<file path="src/rtl/mem_stage_pkg.sv">
// mem_stage shared definitions: widths, op/exception codes, bus FSM states
// and the MEM pipeline register layout.
package mem_stage_pkg;

  localparam int unsigned WORD_ADDR_W = 30;
  localparam int unsigned WORD_DATA_W = 32;

  typedef enum logic [1:0] {
    MEM_OP_NOP = 2'd0,
    MEM_OP_LDW = 2'd1,
    MEM_OP_STW = 2'd2
  } mem_op_e;

  localparam logic [1:0] CTRL_OP_NOP        = 2'd0;
  localparam logic [2:0] ISA_EXP_NO_EXP     = 3'h0;
  localparam logic [2:0] ISA_EXP_MISS_ALIGN = 3'h4;

  // Bus slave index decoded from the top three byte-address bits
  localparam logic [2:0] BUS_SLAVE_SPM = 3'd3;

  typedef enum logic [1:0] {
    BUS_IDLE   = 2'd0,
    BUS_REQ    = 2'd1,
    BUS_ACCESS = 2'd2,
    BUS_STALL  = 2'd3
  } bus_state_e;

  typedef struct packed {
    logic [WORD_ADDR_W-1:0] pc;
    logic                   en_;
    logic                   br_flag;
    logic                   gpr_we_;
    logic [1:0]             ctrl_op;
    logic [4:0]             dst_addr;
    logic [2:0]             exp_code;
    logic [WORD_DATA_W-1:0] out;
  } mem_reg_t;

  localparam mem_reg_t MEM_BUBBLE = '{
    pc:       '0,
    en_:      1'b1,
    br_flag:  1'b0,
    gpr_we_:  1'b1,
    ctrl_op:  CTRL_OP_NOP,
    dst_addr: '0,
    exp_code: ISA_EXP_NO_EXP,
    out:      '0
  };

  function automatic logic is_spm_addr(input logic [WORD_DATA_W-1:0] byte_addr);
    return byte_addr[WORD_DATA_W-1 -: 3] == BUS_SLAVE_SPM;
  endfunction

endpackage

</file>
<file path="src/rtl/mem_stage_if.sv">
// Scratchpad and shared-bus signals of the MEM stage.
// master = MEM stage side, slave = SPM / bus side.
interface mem_stage_if;

  logic                                 spm_as_;
  logic                                 spm_rw;
  logic [mem_stage_pkg::WORD_ADDR_W-1:0] spm_addr;
  logic [mem_stage_pkg::WORD_DATA_W-1:0] spm_wr_data;
  logic [mem_stage_pkg::WORD_DATA_W-1:0] spm_rd_data;

  logic                                 bus_req_;
  logic                                 bus_grnt_;
  logic                                 bus_as_;
  logic                                 bus_rw;
  logic                                 bus_rdy_;
  logic [mem_stage_pkg::WORD_ADDR_W-1:0] bus_addr;
  logic [mem_stage_pkg::WORD_DATA_W-1:0] bus_wr_data;
  logic [mem_stage_pkg::WORD_DATA_W-1:0] bus_rd_data;

  modport master (
    output spm_as_, spm_rw, spm_addr, spm_wr_data,
    input  spm_rd_data,
    output bus_req_, bus_as_, bus_rw, bus_addr, bus_wr_data,
    input  bus_grnt_, bus_rdy_, bus_rd_data
  );

  modport slave (
    input  spm_as_, spm_rw, spm_addr, spm_wr_data,
    output spm_rd_data,
    input  bus_req_, bus_as_, bus_rw, bus_addr, bus_wr_data,
    output bus_grnt_, bus_rdy_, bus_rd_data
  );

endinterface

</file>
<file path="src/rtl/mem_bus_if.sv">
// SPM / shared-bus access engine: request-grant-ready FSM and read buffer.
module mem_bus_if
  import mem_stage_pkg::*;
(
  input  logic                   clk,
  input  logic                   reset,
  input  logic                   stall,
  input  logic                   req,
  input  logic                   rw,
  input  logic                   to_spm,
  input  logic [WORD_ADDR_W-1:0] addr,
  input  logic [WORD_DATA_W-1:0] wr_data,
  output logic [WORD_DATA_W-1:0] rd_data,
  output logic                   busy,
  mem_stage_if.master            mif
);

  bus_state_e             state_q, state_d;
  logic                   bus_as_q, bus_as_d;
  logic                   bus_rw_q, bus_rw_d;
  logic [WORD_ADDR_W-1:0] bus_addr_q, bus_addr_d;
  logic [WORD_DATA_W-1:0] bus_wr_data_q, bus_wr_data_d;
  logic [WORD_DATA_W-1:0] rd_buf_q, rd_buf_d;
  logic                   bus_req_n;
  logic                   spm_as_n;

  // FSM next state; address/data captured when a bus access starts
  always_comb begin
    state_d       = state_q;
    bus_as_d      = bus_as_q;
    bus_rw_d      = bus_rw_q;
    bus_addr_d    = bus_addr_q;
    bus_wr_data_d = bus_wr_data_q;
    rd_buf_d      = rd_buf_q;
    unique case (state_q)
      BUS_IDLE: begin
        if (req && !to_spm) begin
          bus_addr_d    = addr;
          bus_wr_data_d = wr_data;
          bus_rw_d      = rw;
          if (!mif.bus_grnt_) begin
            bus_as_d = 1'b0;
            state_d  = BUS_ACCESS;
          end else begin
            state_d  = BUS_REQ;
          end
        end
      end
      BUS_REQ: begin
        if (!mif.bus_grnt_) begin
          bus_as_d = 1'b0;
          state_d  = BUS_ACCESS;
        end
      end
      BUS_ACCESS: begin
        if (!mif.bus_rdy_) begin
          bus_as_d = 1'b1;
          rd_buf_d = mif.bus_rd_data;
          state_d  = stall ? BUS_STALL : BUS_IDLE;
        end
      end
      BUS_STALL: begin
        if (!stall) state_d = BUS_IDLE;
      end
      default: state_d = BUS_IDLE;
    endcase
  end

  // Request/strobe, busy and load-data select; bus_req_ and spm_as_ must
  // respond in the same cycle EX presents the op, so they stay combinational
  always_comb begin
    bus_req_n = 1'b1;
    spm_as_n  = 1'b1;
    busy      = 1'b0;
    rd_data   = mif.spm_rd_data;
    unique case (state_q)
      BUS_IDLE: begin
        if (req) begin
          if (to_spm) begin
            spm_as_n  = 1'b0;
          end else begin
            bus_req_n = 1'b0;
            busy      = 1'b1;
          end
        end
      end
      BUS_REQ: begin
        bus_req_n = 1'b0;
        busy      = 1'b1;
      end
      BUS_ACCESS: begin
        bus_req_n = 1'b0;
        busy      = mif.bus_rdy_;
        rd_data   = mif.bus_rd_data;
      end
      BUS_STALL: begin
        bus_req_n = 1'b0;
        rd_data   = rd_buf_q;
      end
      default: ;
    endcase
  end

  // FSM state and registered bus outputs
  always_ff @(posedge clk) begin
    if (reset) begin
      state_q       <= BUS_IDLE;
      bus_as_q      <= 1'b1;
      bus_rw_q      <= 1'b1;
      bus_addr_q    <= '0;
      bus_wr_data_q <= '0;
      rd_buf_q      <= '0;
    end else begin
      state_q       <= state_d;
      bus_as_q      <= bus_as_d;
      bus_rw_q      <= bus_rw_d;
      bus_addr_q    <= bus_addr_d;
      bus_wr_data_q <= bus_wr_data_d;
      rd_buf_q      <= rd_buf_d;
    end
  end

  assign mif.spm_as_     = spm_as_n;
  assign mif.spm_rw      = rw;
  assign mif.spm_addr    = addr;
  assign mif.spm_wr_data = wr_data;
  assign mif.bus_req_    = bus_req_n;
  assign mif.bus_as_     = bus_as_q;
  assign mif.bus_rw      = bus_rw_q;
  assign mif.bus_addr    = bus_addr_q;
  assign mif.bus_wr_data = bus_wr_data_q;

endmodule

</file>
<file path="src/rtl/mem_stage.sv">
// MEM pipeline stage: load/store decode, misalign check, MEM pipeline register.
// Optional: define MEM_MISALIGN_CHECK_EN to trap non-word-aligned LDW/STW.
module mem_stage
  import mem_stage_pkg::*;
(
  input  logic                   clk,
  input  logic                   reset,
  input  logic                   stall,
  input  logic                   flush,
  output logic                   busy,
  input  logic                   ex_en_,
  input  logic                   ex_br_flag,
  input  logic                   ex_gpr_we_,
  input  logic [WORD_ADDR_W-1:0] ex_pc,
  input  logic [1:0]             ex_mem_op,
  input  logic [WORD_DATA_W-1:0] ex_mem_wr_data,
  input  logic [WORD_DATA_W-1:0] ex_out,
  input  logic [1:0]             ex_ctrl_op,
  input  logic [4:0]             ex_dst_addr,
  input  logic [2:0]             ex_exp_code,
  mem_stage_if.master            mif,
  output logic [WORD_ADDR_W-1:0] mem_pc,
  output logic                   mem_en_,
  output logic                   mem_br_flag,
  output logic                   mem_gpr_we_,
  output logic [1:0]             mem_ctrl_op,
  output logic [4:0]             mem_dst_addr,
  output logic [2:0]             mem_exp_code,
  output logic [WORD_DATA_W-1:0] mem_out
);

  mem_op_e                op;
  logic                   is_mem_op;
  logic                   miss_align;
  logic                   access;
  logic [WORD_DATA_W-1:0] rd_data;
  mem_reg_t               mem_q, mem_d;

  assign op        = mem_op_e'(ex_mem_op);
  assign is_mem_op = (op == MEM_OP_LDW) || (op == MEM_OP_STW);

`ifdef MEM_MISALIGN_CHECK_EN
  assign miss_align = is_mem_op && (ex_out[1:0] != 2'b00);
`else
  logic unused_byte_ofs;
  assign miss_align      = 1'b0;
  assign unused_byte_ofs = ^ex_out[1:0];
`endif

  // Reset also gates the request so no strobe fires while reset is held
  assign access = !reset && !ex_en_ && is_mem_op && (ex_exp_code == ISA_EXP_NO_EXP)
                  && !miss_align && !flush;

  mem_bus_if u_bus (
    .clk     (clk),
    .reset   (reset),
    .stall   (stall),
    .req     (access),
    .rw      (op == MEM_OP_LDW),
    .to_spm  (is_spm_addr(ex_out)),
    .addr    (ex_out[WORD_DATA_W-1:2]),
    .wr_data (ex_mem_wr_data),
    .rd_data (rd_data),
    .busy    (busy),
    .mif     (mif)
  );

  // Next MEM pipeline register contents: hold on stall, bubble on flush
  always_comb begin
    mem_d = mem_q;
    if (!stall) begin
      if (flush) begin
        mem_d = MEM_BUBBLE;
      end else begin
        mem_d.pc       = ex_pc;
        mem_d.en_      = ex_en_;
        mem_d.br_flag  = ex_br_flag;
        mem_d.gpr_we_  = ex_gpr_we_;
        mem_d.ctrl_op  = ex_ctrl_op;
        mem_d.dst_addr = ex_dst_addr;
        mem_d.exp_code = ex_exp_code;
        if (miss_align) begin
          mem_d.exp_code = ISA_EXP_MISS_ALIGN;
          mem_d.gpr_we_  = 1'b1;
          mem_d.out      = '0;
        end else begin
          mem_d.out = (op == MEM_OP_LDW) ? rd_data : ex_out;
        end
      end
    end
  end

  // MEM pipeline register
  always_ff @(posedge clk) begin
    if (reset) mem_q <= MEM_BUBBLE;
    else       mem_q <= mem_d;
  end

  assign mem_pc       = mem_q.pc;
  assign mem_en_      = mem_q.en_;
  assign mem_br_flag  = mem_q.br_flag;
  assign mem_gpr_we_  = mem_q.gpr_we_;
  assign mem_ctrl_op  = mem_q.ctrl_op;
  assign mem_dst_addr = mem_q.dst_addr;
  assign mem_exp_code = mem_q.exp_code;
  assign mem_out      = mem_q.out;

endmodule

</file>
<file path="src/flat_wrapper.sv">
// flat-port wrapper written by rule: the top's interface ports become plain ports
module mem_stage_flat import mem_stage_pkg::*;
  (clk, reset, stall, flush, busy, ex_en_, ex_br_flag, ex_gpr_we_, ex_pc, ex_mem_op, ex_mem_wr_data, ex_out, ex_ctrl_op, ex_dst_addr, ex_exp_code, mem_pc, mem_en_, mem_br_flag, mem_gpr_we_, mem_ctrl_op, mem_dst_addr, mem_exp_code, mem_out, mif_spm_as_, mif_spm_rw, mif_spm_addr, mif_spm_wr_data, mif_spm_rd_data, mif_bus_req_, mif_bus_as_, mif_bus_rw, mif_bus_addr, mif_bus_wr_data, mif_bus_grnt_, mif_bus_rdy_, mif_bus_rd_data);
  mem_stage_if mif_i ();
  input  logic clk;
  input  logic reset;
  input  logic stall;
  input  logic flush;
  output logic busy;
  input  logic ex_en_;
  input  logic ex_br_flag;
  input  logic ex_gpr_we_;
  input  logic [WORD_ADDR_W-1:0] ex_pc;
  input  logic [1:0] ex_mem_op;
  input  logic [WORD_DATA_W-1:0] ex_mem_wr_data;
  input  logic [WORD_DATA_W-1:0] ex_out;
  input  logic [1:0] ex_ctrl_op;
  input  logic [4:0] ex_dst_addr;
  input  logic [2:0] ex_exp_code;
  output logic [WORD_ADDR_W-1:0] mem_pc;
  output logic mem_en_;
  output logic mem_br_flag;
  output logic mem_gpr_we_;
  output logic [1:0] mem_ctrl_op;
  output logic [4:0] mem_dst_addr;
  output logic [2:0] mem_exp_code;
  output logic [WORD_DATA_W-1:0] mem_out;
  output wire logic [$bits(mif_i.spm_as_)-1:0] mif_spm_as_;
  output wire logic [$bits(mif_i.spm_rw)-1:0] mif_spm_rw;
  output wire logic [$bits(mif_i.spm_addr)-1:0] mif_spm_addr;
  output wire logic [$bits(mif_i.spm_wr_data)-1:0] mif_spm_wr_data;
  input wire logic [$bits(mif_i.spm_rd_data)-1:0] mif_spm_rd_data;
  output wire logic [$bits(mif_i.bus_req_)-1:0] mif_bus_req_;
  output wire logic [$bits(mif_i.bus_as_)-1:0] mif_bus_as_;
  output wire logic [$bits(mif_i.bus_rw)-1:0] mif_bus_rw;
  output wire logic [$bits(mif_i.bus_addr)-1:0] mif_bus_addr;
  output wire logic [$bits(mif_i.bus_wr_data)-1:0] mif_bus_wr_data;
  input wire logic [$bits(mif_i.bus_grnt_)-1:0] mif_bus_grnt_;
  input wire logic [$bits(mif_i.bus_rdy_)-1:0] mif_bus_rdy_;
  input wire logic [$bits(mif_i.bus_rd_data)-1:0] mif_bus_rd_data;
  assign mif_spm_as_ = mif_i.spm_as_;
  assign mif_spm_rw = mif_i.spm_rw;
  assign mif_spm_addr = mif_i.spm_addr;
  assign mif_spm_wr_data = mif_i.spm_wr_data;
  assign mif_i.spm_rd_data = mif_spm_rd_data;
  assign mif_bus_req_ = mif_i.bus_req_;
  assign mif_bus_as_ = mif_i.bus_as_;
  assign mif_bus_rw = mif_i.bus_rw;
  assign mif_bus_addr = mif_i.bus_addr;
  assign mif_bus_wr_data = mif_i.bus_wr_data;
  assign mif_i.bus_grnt_ = mif_bus_grnt_;
  assign mif_i.bus_rdy_ = mif_bus_rdy_;
  assign mif_i.bus_rd_data = mif_bus_rd_data;
  mem_stage u_core (.clk(clk), .reset(reset), .stall(stall), .flush(flush), .busy(busy), .ex_en_(ex_en_), .ex_br_flag(ex_br_flag), .ex_gpr_we_(ex_gpr_we_), .ex_pc(ex_pc), .ex_mem_op(ex_mem_op), .ex_mem_wr_data(ex_mem_wr_data), .ex_out(ex_out), .ex_ctrl_op(ex_ctrl_op), .ex_dst_addr(ex_dst_addr), .ex_exp_code(ex_exp_code), .mif(mif_i), .mem_pc(mem_pc), .mem_en_(mem_en_), .mem_br_flag(mem_br_flag), .mem_gpr_we_(mem_gpr_we_), .mem_ctrl_op(mem_ctrl_op), .mem_dst_addr(mem_dst_addr), .mem_exp_code(mem_exp_code), .mem_out(mem_out));
endmodule
</file>
<file path="config.mk">
export PLATFORM = sky130hd
export DESIGN_NAME = mem_stage_flat
export DESIGN_NICKNAME = d
export VERILOG_FILES = /design/src/rtl/mem_stage_pkg.sv /design/src/rtl/mem_stage_if.sv /design/src/rtl/mem_bus_if.sv /design/src/rtl/mem_stage.sv /design/src/flat_wrapper.sv
export SDC_FILE = /design/constraint.sdc
export NUM_CORES = 1
export LEC_CHECK = 0
export ABC_CLOCK_PERIOD_IN_PS = 1700
export CORE_MARGIN = 2
export CORE_UTILIZATION = 25
export CTS_CLUSTER_DIAMETER = 120
export DETAILED_ROUTE_END_ITERATION = 7
export SLEW_MARGIN = 20
export SYNTH_ARGS = -nofsm -noshare
export SYNTH_HDL_FRONTEND = slang
export SYNTH_SLANG_ARGS = --single-unit
</file>
<file path="constraint.sdc">
create_clock -name clk -period 1.7 [get_ports clk]
set_input_delay 0.34 -clock clk [delete_from_list [all_inputs] [get_ports clk]]
set_output_delay 0.34 -clock clk [all_outputs]
set_load 0.02 [all_outputs]
</file>
==> results of run 1 <==
-- repair_timing --
action | CTS | global route
hold buffers | 0 | 0
resized for setup | 243 | 12
pin swaps | 7 | 8
setup buffers | 1 | 1
endpoints found under the setup margin | 272 | 21
gates cloned | 0 | 0
-- metrics by stage --
| stage | hold slack, ps | setup TNS (ps) |
|---|---|---|
| after floorplan | 433 | 0 |
| after global placement | 435 | -66940 |
| after detailed placement | 444 | -67240 |
| after CTS | 316 | -473 |
| after global routing | 333 | -390 |
| final | 324 | -145 |
-- final timing paths --
check	from	to	slack (ps)	cells after the start
worst min-delay path	ex_exp_code[2]	u_core.mem_exp_code[2]	320	4
worst max-delay path	ex_mem_op[0]	busy	-80	7
worst max register to register	u_core.u_bus.state_q[0]	u_core.mem_out[15]	70	5
worst min register to register	u_core.mem_out[17]	u_core.mem_out[17]	450	2
-- state kept, by name (all words and copies together), names as in the netlist --
name and cells:
u_core.mem_out 32, u_core.u_bus.mif.bus_wr_data 32, u_core.u_bus.rd_buf_q 32, u_core.mem_pc 30
u_core.u_bus.mif.bus_addr 30, u_core.mem_dst_addr 5, u_core.mem_exp_code 3, u_core.mem_ctrl_op 2
u_core.u_bus.state_q 2, u_core.mem_br_flag 1, u_core.mem_en_ 1, u_core.mem_gpr_we_ 1
u_core.u_bus.mif.bus_as_ 1, u_core.u_bus.mif.bus_rw 1
-- cell families (layout without fill, tap and decap cells) --
group                      count (synthesis)  after routing  share of synthesized area
adders and majority gates                  1              1                    0.00171
DFF                                      173            173                      0.473
buffers and inverters                    147            529                      0.115
muxes                                     34             34                     0.0519
and+or+nand+nor                          231            231                      0.137
AOI/OAI and AO/OA                        269            269                      0.222
-- synthesized netlist by cell type, types with 2 or more instances --
cell type,instances
o21ai_0,78
buf_1,3
buf_6,6
nor2b_1,3
nand2b_1,2
inv_1,3
mux2_2,32
dfxtp_1,173
buf_4,63
and3_1,3
nand3_1,62
clkbuf_1,65
a22oi_1,41
nor2_1,49
nand2_1,100
mux2i_1,2
o21bai_1,2
a222oi_1,32
nor3_1,7
o21ai_1,15
a21oi_1,97
buf_2,6
-- power groups by stage --
stage	Clock, uW	Sequential, uW	Combinational (uW)
CTS	4220	4170	1510
floorplan	0	4350	554
global placement	0	4260	1620
detailed placement	0	4260	1620
global route	4390	4180	1600
finish	4070	4170	1500
-- layer usage --
layer | part of all wire | GRT usage | vias to the layer above
met2 | 0.48 | 0.317 | 302
met5 | 0.00044 | 0 | -
met3 | 0.070 | 0.0431 | 33
li1 | - | - | 3723
met4 | 0.022 | 0.0663 | 2
met1 | 0.43 | 0.231 | 3613
-- worst max-delay path, delay by kind of cell --
kind                     cells  cell delay [ps]
AO/OA/AOI/OAI                1               90
adder cells (fa/ha/maj)      1              230
buffers and inverters        2              240
AND/OR/NAND/NOR              3              540
-- cell type report --
class | count | area (um2)
fillers | 2938 | 16600
repair buffers | 493 | 4510
flip-flops and latches | 173 | 3460
multi-input cells | 535 | 3110
well taps | 384 | 480
clock buffers | 17 | 425
clock inverters | 15 | 188
inverters | 4 | 17.5
==> summary.md, run 1 <==
| Metric | Value |
|---|---|
| Die Wd | `175 um` |
| Final worst setup slack | `-79.6 ps` |
| Netlist cell types | `33` |
| DRC Markers | `0` |
| Worst Tran Pin Value | `746 ps` |
| Largest net degree at the start of global routing | `121` |
| WL final | `29400 um` |
| Post-synth top area share | `0.473` |
| CTS root buffer | `clkbuf_16` |
| Crit start category | `input pin` |
| Gp weighted congestion | `0.848` |
| Non-filler cells in the finished layout | `1621` |
| Cell chain of the critical path | `buf_6 > ha_4 > nor4_4 > and3_4 > nor3_4 > a21oi_2 > buf_4` |
| Ant. Diodes | `0` |
| Post-DP HPWL | `21000 um` |
| Arr. time, crit path | `1440 ps` |
| Initial antenna violation count | `1` |
| Wire per inst | `18.2 um` |
| Seq cells post-synth | `173` |
| Setup Crit Path Kind | `input pin to output port` |
| Worst path slowest cell | `and3_4` |
| Initial Utilization | `0.254` |
| Most frequent cells in the layout | `dlygate4sd2_1 (204), dfxtp_1 (172), clkdlybuf4s50_1 (167), buf_4 (101), nand2_1 (99)` |
| Mapped Area | `7320 um2` |
| Placed Area | `11800 um2` |
| Vias/cell | `4.73` |
| Sequential power share | `0.428` |
| I/O pin total | `384` |
| Synth area leader | `dfxtp_1` |
| Nets | `1404` |
| Number of synthesized flops with an enable pin | `0` |
| Finished Cell Area | `12200 um2` |
| Clock Skew | `14.8 ps` |
| Core Area | `28800 um2` |
| Vias in the first global route | `7496` |
| Slew Limit Fails | `0` |
| Mapped Nets | `1035` |
| Pwr Total | `9730 uW` |
| Clk buf depth | `2` |
| Syn Area/Cell | `8.57 um2` |
| Post-route ant nets | `0` |
| Fin crit share | `1.05` |
| Fmax | `562 MHz` |
| FFs w/ async S/R, synth | `0` |
| Grt ovf | `0` |
| Total GRT Usage | `0.187` |
| Warnings from Yosys | `0` |
| Pwr Density | `798 nW/um2` |
| CTS Buf Count | `17` |
| Clk_lat worst skew | `430 ps` |
| Crit. End Element | `output port` |
| Clock period minus final worst setup slack | `1780 ps` |
| Outcome | `finished, violations left` |
| Clock Sinks | `173` |
| Placed Instances | `1587` |
| Worst EP required | `1360 ps` |
| IO buf count | `383` |
| Hold Violations, Final | `0` |
| MaxCap Viol Count | `0` |
| Via Count | `7673` |
| Clock Power Share | `0.418` |
| Hold crit path type | `input pin to flop` |
| Pre-antenna DRT Iters | `5` |
| Rel. slew slack | `0.502` |
| Die Span Y | `175 um` |
| Row Count | `62` |
| Comb pwr share | `0.154` |
| Layout cells sized above 1 | `0.165` |
| First DRT Iteration DRCs | `550` |
| RSZ-0062 raised after global routing | `true` |
| Net load switching power | `2800 uW` |
| Top FF cell, synth | `dfxtp_1` |
| Failing checks | `setup timing` |
| CTS tree | `built` |
| Final Setup Violations | `3` |
| Critical Path Max Stage Delay | `270 ps` |
| Seq/Total Area, Yosys | `0.473` |
| Final Util | `0.424` |
| Top cells by area, synth | `dfxtp_1 (47%), a21oi_1 (6.6%), buf_4 (6.5%)` |
| First-pass GRT wire length | `44400 um` |
| Place WS | `-1110 ps` |
| Die area | `30700 um2` |
| Largest vdd supply drop | `0.481 mV` |
| Area growth from synthesis to layout | `66.6%` |
| Sw frac | `0.288` |
| Commonest non-fill, non-tap cell in the layout | `dlygate4sd2_1` |
| Int Power | `6930 uW` |
| Clk slew on worst S/H paths | `80 ps` |
| H-tree lvl count | `4` |
| Leakage Power | `0.00512 uW` |
| Synthesized instance count | `855` |
| Worst-path fanout max | `2` |
Power figures use the tool's default switching activity.
==> run 2, diff against run 1 <==
- ABC_CLOCK_PERIOD_IN_PS: 1700 -> 1800
- clock period: 1.7 -> 1.8 ns (I/O delays scaled with it)
==> run 2 against run 1 <==
Compared with the run above:
- global-route usage grew 0.11 points
- critical path type unchanged
- largest power group unchanged
- the flow still finishes with violations (setup timing)
- first-iteration DRC count grew 8.2%
- combinational power shrank 4%
- count of clock-buffer cells in the layout is the same
- via count grew 0.59%
==> summary.md, run 2 (synthesized netlist as in run 1, its figures left out) <==
| Metric | Value |
|---|---|
| Outcome | `finished, violations left (unchanged)` |
| Failing checks | `setup timing (unchanged)` |
| Largest vdd supply drop | `0.415 mV (was 0.481 mV)` |
| Sw frac | `0.275 (was 0.288)` |
| Crit. End Element | `output port (unchanged)` |
| Clk_lat worst skew | `420 ps (was 430 ps)` |
| Crit start category | `input pin (unchanged)` |
| Critical Path Max Stage Delay | `260 ps (was 270 ps)` |
| First DRT Iteration DRCs | `595 (was 550)` |
| Number of fill cells | `2855 (was 2938)` |
| Reg2Reg Depth | `4 (was 5)` |
| Leakage Power | `0.00479 uW (was 0.00512 uW)` |
| Slew Limit Fails | `0 (unchanged)` |
| Final worst setup slack | `-99.4 ps (was -79.6 ps)` |
| Clock Power Share | `0.415 (was 0.418)` |
| Clk buf depth | `2 (unchanged)` |
| Comb pwr share | `0.157 (was 0.154)` |
| Hold Violations, Final | `0 (unchanged)` |
| CTS root buffer | `clkbuf_16 (unchanged)` |
| Nets | `1390 (was 1404)` |
| Clock Skew | `10.8 ps (was 14.8 ps)` |
| Die Wd | `175 um (unchanged)` |
| Worst EP required | `1440 ps (was 1360 ps)` |
| Pre-antenna DRT Iters | `6 (was 5)` |
| H-tree lvl count | `4 (unchanged)` |
| Hold crit path type | `input pin to flop (unchanged)` |
| CP Buf/Inv Count | `2 (unchanged)` |
| Worst-path fanout max | `2 (unchanged)` |
| CTS tree | `built (unchanged)` |
| Crit-path leading delay family | `simple AND/OR/NAND/NOR gates (unchanged)` |
| I/O pin total | `384 (unchanged)` |
| Total GRT Usage | `0.188 (was 0.187)` |
| Row Count | `62 (unchanged)` |
| Via Count | `7718 (was 7673)` |
| Clock Sinks | `173 (unchanged)` |
| IO buf count | `383 (unchanged)` |
| CTS Buf Count | `17 (unchanged)` |
| WL final | `29600 um (was 29400 um)` |
| Worst Tran Pin Value | `652 ps (was 746 ps)` |
| Int Power | `6660 uW (was 6930 uW)` |
| Final Setup Violations | `2 (was 3)` |
| Cell chain of the critical path | `buf_8 > ha_4 > nor4_4 > and3_4 > nor3_4 > a21oi_2 > buf_6 (was buf_6 > ha_4 > nor4_4 > and3_4 > nor3_4 > a21oi_2 > buf_4)` |
| Finished Cell Area | `12300 um2 (was 12200 um2)` |
| Vias/cell | `4.79 (was 4.73)` |
| Initial antenna violation count | `3 (was 1)` |
| Placed Area | `11700 um2 (was 11800 um2)` |
| Post-route ant nets | `0 (unchanged)` |
| Vias in the first global route | `7712 (was 7496)` |
| Setup TNS Final | `-132 ps (was -145 ps)` |
| Arr. time, crit path | `1540 ps (was 1440 ps)` |
| Fin crit share | `1.06` |
| Gp weighted congestion | `0.797 (was 0.848)` |
| Rel. slew slack | `0.565 (was 0.502)` |
| Pwr Density | `747 nW/um2 (was 798 nW/um2)` |
| Worst path depth | `7 (unchanged)` |
| Clock period minus final worst setup slack | `1900 ps` |
| Wire per inst | `18.4 um (was 18.2 um)` |
| Worst path slowest cell | `and3_4 (unchanged)` |
| Area growth from synthesis to layout | `68.2% (was 66.6%)` |
| Setup Crit Path Kind | `input pin to output port (unchanged)` |
| Net load switching power | `2530 uW (was 2800 uW)` |
| Sequential power share | `0.428 (about the same)` |
| Die area | `30700 um2 (unchanged)` |
| Fmax | `526 MHz` |
| Layout cells sized above 1 | `0.154 (was 0.165)` |
| Clk slew on worst S/H paths | `80 ps (about the same)` |
| Core Area | `28800 um2 (unchanged)` |
| Initial Utilization | `0.254 (unchanged)` |
| Hold path depth | `3 (was 4)` |
| Post-DP HPWL | `20900 um (was 21000 um)` |
| RSZ-0062 raised after global routing | `true (unchanged)` |
| Commonest non-fill, non-tap cell in the layout | `clkdlybuf4s50_1 (was dlygate4sd2_1)` |
| Grt ovf | `0 (unchanged)` |
| Most frequent cells in the layout | `clkdlybuf4s50_1 (281), dfxtp_1 (172), nand2_1 (99), a21oi_1 (96), buf_4 (86) (was dlygate4sd2_1 (204), dfxtp_1 (172), clkdlybuf4s50_1 (167), buf_4 (101), nand2_1 (99))` |
| Largest net degree at the start of global routing | `64 (was 121)` |
| Die Span Y | `175 um (unchanged)` |
| DRC Markers | `0 (unchanged)` |
| MaxCap Viol Count | `0 (unchanged)` |
| First-pass GRT wire length | `45000 um (was 44400 um)` |
==> run 2: routing by layer <==
metal  share of wire  wire length [um]  GRT usage
met1            0.43             12600      0.237
met2            0.48             14300      0.315
met3           0.067              1970     0.0381
met4           0.025               746     0.0726
met5               0                 0          0
==> run 2: worst register-to-register path, cell delays in order, from the launching register on <==
cell	delay [ps]
dfxtp_2	430
buf_6	270
mux2_2	380
a222oi_1	350
o21ai_0	110
==> run 2: final timing paths <==
check / endpoint / from / slack [ps]
max: busy / ex_mem_op[0] / -100
min: u_core.mem_en_ / ex_en_ / 270
max reg2reg: u_core.mem_out[0] / u_core.u_bus.state_q[0] / 130
min reg2reg: u_core.u_bus.rd_buf_q[5] / u_core.u_bus.rd_buf_q[5] / 460
==> run 2: final cells by class <==
class / count / area (um2) / area share
well taps: 384 / 480 / 0.0390
flip-flops and latches: 173 / 3460 / 0.281
multi-input cells: 535 / 3100 / 0.252
clock buffers: 17 / 425 / 0.0345
diodes: 3 / 7.51 / 0.000610
repair buffers: 479 / 4650 / 0.378
inverters: 4 / 17.5 / 0.00142
clock inverters: 15 / 169 / 0.0137
==> run 2: repair_timing <==
action / CTS / global route
pin swaps: 6 / 4
endpoints found under the hold margin: 0 / 0
gates resized for setup: 113 / 27
hold buffers: 0 / 0
setup endpoints to repair: 146 / 34
buffers inserted: 3 / 1
==> run 2: through the flow <==
step | util | worst slack, ps | cells | hold slack (ps) | total power [uW]
floorplan | - | 7.22 | 855 | 433 | 4630
global placement | 0.406 | -1160 | 1572 | 434 | 5520
detailed placement | 0.406 | -1150 | 1572 | 446 | 5530
CTS | 0.426 | -209 | 1607 | 315 | 9330
global route | 0.428 | -120 | 1610 | 294 | 9560
finish | 0.428 | -99.4 | 1610 | 268 | 9200
==> run 2: power by group through the flow <==
stage               combinational, uW  clock, uW  sequential [uW]
floorplan                         520          0             4110
global placement                 1500          0             4020
detailed placement               1500          0             4030
CTS                              1460       3930             3940
global route                     1530       4090             3950
finish                           1440       3810             3940
